===== src/rtl/wb_register_file_if.sv =====
// Writeback/read-port bundle between the pipeline and the register file.
// master = pipeline side driving writeback and read indices; slave = register file.
interface wb_register_file_if #(
    parameter int COUNT_WIDTH = 32
);
    logic                   RegWrite_WB;
    logic                   MemtoReg_WB;
    logic [31:0]            Read_Data_WB;
    logic [31:0]            ALU_Result_WB;
    logic [4:0]             Write_Register_WB;
    logic [4:0]             Read_Register_1;
    logic [4:0]             Read_Register_2;
    logic [31:0]            Read_Data_1;
    logic [31:0]            Read_Data_2;
    logic [31:0]            Write_Data_WB;
    logic [COUNT_WIDTH-1:0] WB_Count;

    modport master (
        output RegWrite_WB, MemtoReg_WB, Read_Data_WB, ALU_Result_WB,
        output Write_Register_WB, Read_Register_1, Read_Register_2,
        input  Read_Data_1, Read_Data_2, Write_Data_WB, WB_Count
    );

    modport slave (
        input  RegWrite_WB, MemtoReg_WB, Read_Data_WB, ALU_Result_WB,
        input  Write_Register_WB, Read_Register_1, Read_Register_2,
        output Read_Data_1, Read_Data_2, Write_Data_WB, WB_Count
    );
endinterface


===== src/rtl/wb_register_file.sv =====
// 31x32 register file (R0 hard-wired to zero) with writeback mux and saturating commit counter.
// Optional macro REGFILE_BYPASS_EN forwards a same-cycle writeback onto the read ports.
module wb_register_file #(
    parameter int COUNT_WIDTH = 32
) (
    input logic              Clk,
    input logic              Reset,
    wb_register_file_if.slave wb
);
    logic [31:0]            write_data;
    logic                   commit;
    logic [31:0]            regs [32];
    logic [COUNT_WIDTH-1:0] count_q;
    logic [COUNT_WIDTH-1:0] count_d;
    logic [31:0]            rd1;
    logic [31:0]            rd2;

    assign write_data = wb.MemtoReg_WB ? wb.Read_Data_WB : wb.ALU_Result_WB;
    // Reset is not folded in here: the async clear already dominates every flop.
    assign commit     = wb.RegWrite_WB && (wb.Write_Register_WB != 5'd0);

    assign regs[0] = '0;

    genvar gi;
    generate
        for (gi = 1; gi < 32; gi++) begin : g_reg
            logic [31:0] data_q;

            always_ff @(posedge Clk or posedge Reset) begin
                if (Reset) begin
                    data_q <= '0;
                end else if (commit && (wb.Write_Register_WB == 5'(gi))) begin
                    data_q <= write_data;
                end
            end

            assign regs[gi] = data_q;
        end
    endgenerate

    always_comb begin
        count_d = count_q;
        if (commit && (count_q != '1)) begin
            count_d = count_q + 1'b1;
        end
    end

    always_ff @(posedge Clk or posedge Reset) begin
        if (Reset) begin
            count_q <= '0;
        end else begin
            count_q <= count_d;
        end
    end

    always_comb begin
        rd1 = regs[wb.Read_Register_1];
        rd2 = regs[wb.Read_Register_2];
`ifdef REGFILE_BYPASS_EN
        // commit already excludes R0, so index 0 can never pick up the bypass.
        if (commit && (wb.Write_Register_WB == wb.Read_Register_1)) begin
            rd1 = write_data;
        end
        if (commit && (wb.Write_Register_WB == wb.Read_Register_2)) begin
            rd2 = write_data;
        end
`endif
        if (Reset) begin
            rd1 = '0;
            rd2 = '0;
        end
    end

    assign wb.Read_Data_1   = rd1;
    assign wb.Read_Data_2   = rd2;
    assign wb.Write_Data_WB = write_data;
    assign wb.WB_Count      = count_q;
endmodule

===== src/flat_wrapper.sv =====
// flat-port wrapper written by rule: the top's interface ports become plain ports
module wb_register_file_flat 
#(
    parameter int COUNT_WIDTH = 32
)
  (Clk, Reset, wb_RegWrite_WB, wb_MemtoReg_WB, wb_Read_Data_WB, wb_ALU_Result_WB, wb_Write_Register_WB, wb_Read_Register_1, wb_Read_Register_2, wb_Read_Data_1, wb_Read_Data_2, wb_Write_Data_WB, wb_WB_Count);
  wb_register_file_if #(.COUNT_WIDTH(COUNT_WIDTH)) wb_i ();
  input logic Clk;
  input logic Reset;
  input wire logic [$bits(wb_i.RegWrite_WB)-1:0] wb_RegWrite_WB;
  input wire logic [$bits(wb_i.MemtoReg_WB)-1:0] wb_MemtoReg_WB;
  input wire logic [$bits(wb_i.Read_Data_WB)-1:0] wb_Read_Data_WB;
  input wire logic [$bits(wb_i.ALU_Result_WB)-1:0] wb_ALU_Result_WB;
  input wire logic [$bits(wb_i.Write_Register_WB)-1:0] wb_Write_Register_WB;
  input wire logic [$bits(wb_i.Read_Register_1)-1:0] wb_Read_Register_1;
  input wire logic [$bits(wb_i.Read_Register_2)-1:0] wb_Read_Register_2;
  output wire logic [$bits(wb_i.Read_Data_1)-1:0] wb_Read_Data_1;
  output wire logic [$bits(wb_i.Read_Data_2)-1:0] wb_Read_Data_2;
  output wire logic [$bits(wb_i.Write_Data_WB)-1:0] wb_Write_Data_WB;
  output wire logic [$bits(wb_i.WB_Count)-1:0] wb_WB_Count;
  assign wb_i.RegWrite_WB = wb_RegWrite_WB;
  assign wb_i.MemtoReg_WB = wb_MemtoReg_WB;
  assign wb_i.Read_Data_WB = wb_Read_Data_WB;
  assign wb_i.ALU_Result_WB = wb_ALU_Result_WB;
  assign wb_i.Write_Register_WB = wb_Write_Register_WB;
  assign wb_i.Read_Register_1 = wb_Read_Register_1;
  assign wb_i.Read_Register_2 = wb_Read_Register_2;
  assign wb_Read_Data_1 = wb_i.Read_Data_1;
  assign wb_Read_Data_2 = wb_i.Read_Data_2;
  assign wb_Write_Data_WB = wb_i.Write_Data_WB;
  assign wb_WB_Count = wb_i.WB_Count;
  wb_register_file #(.COUNT_WIDTH(COUNT_WIDTH)) u_core (.Clk(Clk), .Reset(Reset), .wb(wb_i));
endmodule

===== config.mk =====
export PLATFORM = sky130hd
export DESIGN_NAME = wb_register_file_flat
export DESIGN_NICKNAME = d
export VERILOG_FILES = /design/src/rtl/wb_register_file_if.sv /design/src/rtl/wb_register_file.sv /design/src/flat_wrapper.sv
export SDC_FILE = /design/constraint.sdc
export NUM_CORES = 2
export LEC_CHECK = 0
export ABC_CLOCK_PERIOD_IN_PS = 34000
export BUFFER_PORTS_ARGS = -buffer_cell sky130_fd_sc_hd__clkbuf_2
export CAP_MARGIN = 5
export CORE_MARGIN = 5
export CORE_UTILIZATION = 40
export DETAILED_ROUTE_END_ITERATION = 12
export MAX_ROUTING_LAYER = met4
export PLACE_DENSITY = 0.65
export SKIP_CTS_REPAIR_TIMING = 1
export SYNTH_ARGS = -nofsm -noshare
export SYNTH_HDL_FRONTEND = slang
export SYNTH_SLANG_ARGS = --single-unit

===== constraint.sdc =====
create_clock -name Clk -period 34 [get_ports Clk]
set_input_delay 3.4 -clock Clk [delete_from_list [all_inputs] [get_ports Clk]]
set_output_delay 3.4 -clock Clk [all_outputs]
set_load 0.01 [all_outputs]

==> results.ini <==
[run_status]
status=completed

[worst_setup_path]
crit_fanout=60
critPathMaxStageDelay_ns=0.93
cp_common_cell=buf_4
rrSetupSlack_ns=31.76
cp-end-kind=output pin
cp_cell_sequence=buf_8 > buf_4 > buf_4 > mux4_2 > mux2i_1 > a211o_1 > o221ai_1 > clkbuf_2
r2r_start=u_core.wb.WB_Count[0]
criticalPathCategory=in2out
arrival_ns=6.98
reg2reg_depth=7
path_depth=8
slowest_stage=buf_4
path_buf_inv=4
startpoint=wb_Read_Register_2[0]
cp_top_family=buffers and inverters
cp.required_ns=30.60
endpoint=wb_Read_Data_2[7]
r2r_end=u_core.wb.WB_Count[31]
start_kind=input pin

[finish]
layout_common_cells=1024 x dfrtp_1, 734 x a21oi_1, 621 x nor2_1
fin_nets=4769
layout_commonest_cell=dfrtp_1
drive_above_1_share_pct=21.3
area_growth_pct=11.9
fillers=12137
fin_area_um2=58800

[sta]
setup_tns_ns=0
skew_ns=0.0113
post-route-min-period_ns=10.38
fmax_mhz=96.4
hold_viol=0
period_share_pct=30.5
rsz0062_at_grt=false
worstMarginPinSlew_ns=1.18
setup_viol=0
finalMaxSlewViolations=0
slew_headroom_pct=21.4

[placed_design]
io_buffers=210
routabilityCongestion=0.826
hpwl_mm=93.2
dpl_cell_area_um2=55200

[pwr]
powerDensity_nw_per_um2=63.2
leakage_nw=25.0
ir_drop_v=0.0000436

[die]
start_util_pct=40.1
core_area_um2=131000
std_cell_rows=133
die_h_um=373
die_x_um=373
dieArea_um2=139000
pin_count=211

[worst_hold_path]
hold_class=reg2reg

[global_route]
grt_first_pass_wirelength_mm=250
antenna_found_initial=4
grt_usage_pct=24.5
grt_pass1_vias=38939
grt.overflow.total=0
grt_max_degree=160

[cts]
htreeDepth=3
numCtsBuffers=104
cts_tree=built
root_buffer=clkbuf_16
clk_pin_slew_ns=0.06
cts.path.max_buffers=3
clkSinkCount=1024
clk_latency_ns=0.67

[drt]
routedWlPerCell_um=25.4
ant_nets=0
drt-pass1-iter-count=6
routed_wl_mm=166
drtIter0Drc=4120
via_count=39141
drc=0
vias_per_cell=5.99

[synthesis]
ys_ff_latch=1024
synth_async_sr_flop_share_pct=100
syn_nets=4831
syn_avg_cell_area_um2=11.1
ys_types=48
synth_ff_type=dfrtp_1
synth_edf_count=0
synthesis.instances=4747
synth_area_leaders=dfrtp_1 49%, mux4_2 19%, a21oi_1 7.0%
synthesis.area_um2=52600
seq_area_frac_synth_pct=48.7
synth_warnings=0
synth_top_area_share_pct=48.7
synth_largest_area_cell=dfrtp_1

[run]
drv_cap=0

[worst register-to-register path: cells and delay by family, from the launching register on]
family | cells | cell delay (ns)
DFF | 1 | 0.44
and+or+nand+nor | 4 | 0.99
AOI/OAI and AO/OA | 1 | 0.29
adders and majority gates | 1 | 0.28
xor gates and xnor gates | 1 | 0.17
[cells in the mapped netlist, types with 23 or more instances]
cell and count:
dfrtp_1 1024, a21oi_1 734, nor2_1 637, mux4_2 449
o21ai_0 446, nand2_1 421, clkbuf_1 315, mux2i_1 283
buf_2 123, a211o_1 62, o221ai_1 62, inv_1 37
buf_4 27, xnor2_1 23
[through the flow]
stage | total power (W) | worst slack (ns) | cells | hold WS [ns] | util [%]
finish | 0.00372 | 23.62 | 6535 | 0.499 | 44.9
global route | 0.00390 | 23.28 | 6530 | 0.524 | 44.9
CTS | 0.00373 | 23.49 | 6528 | 0.500 | 44.9
detailed placement | 0.00249 | 23.48 | 6334 | 0.485 | 42.1
global placement | 0.00245 | 23.48 | 6334 | 0.472 | 42.1
floorplan | 0.00227 | 1.69 | 4747 | 0.461 | -
[cells by family after synthesis]
logic type                 count (synthesis)  synth area share (%)
AOI/OAI and AO/OA                       1314                  13.5
xor gates and xnor gates                  30                 0.500
adders and majority gates                  1                0.0238
buffers and inverters                    518                  4.20
DFF                                     1024                  48.7
muxes                                    734                  24.7
and+or+nand+nor                         1126                  8.41
[power breakdown]
group	internal, W	total (W)	switching, W
clock	0.000730	0.00124	0.000507
combinational	0.000410	0.000784	0.000374
sequential	0.00149	0.00170	0.000208
[flip-flops by register name, summed over array words and instances, names as in the netlist]
| signal | cells |
|---|---|
| u_core.wb.WB_Count | 32 |
| u_core.g.data_q | 992 |
[final cells by class]
cell class	instances	area [um2]	area share (%)
tap	1755	2200	3.73
timing repair buffer	312	1900	3.23
antenna	7	17.5	0.0298
clock inverter	63	840	1.43
sequential	1024	25600	43.5
clock buffer	131	2810	4.77
multi-input combinational	3205	25300	43.0
inverter	38	150	0.255
[metal layers]
layer,GRT usage (%),vias to the layer above,part of all wire (%)
met5,-,-,0
met2,36.8,1731,45
met4,7.90,0,3.5
met3,4.42,337,8.6
met1,34.3,19997,43
li1,-,17076,-
[worst min path at each step]
stage	from	endpoint	cells past startpoint
floorplan	u_core.g_reg[10].data_q[0]	u_core.g_reg[10].data_q[0]	2
global placement	u_core.g_reg[18].data_q[30]	u_core.g_reg[18].data_q[30]	2
detailed placement	u_core.g_reg[10].data_q[21]	u_core.g_reg[10].data_q[21]	2
CTS	u_core.g_reg[10].data_q[21]	u_core.g_reg[10].data_q[21]	2
global route	u_core.g_reg[18].data_q[9]	u_core.g_reg[18].data_q[9]	2
finish	u_core.g_reg[10].data_q[5]	u_core.g_reg[10].data_q[5]	2
No activity file was read; power rests on OpenSTA's default activity.
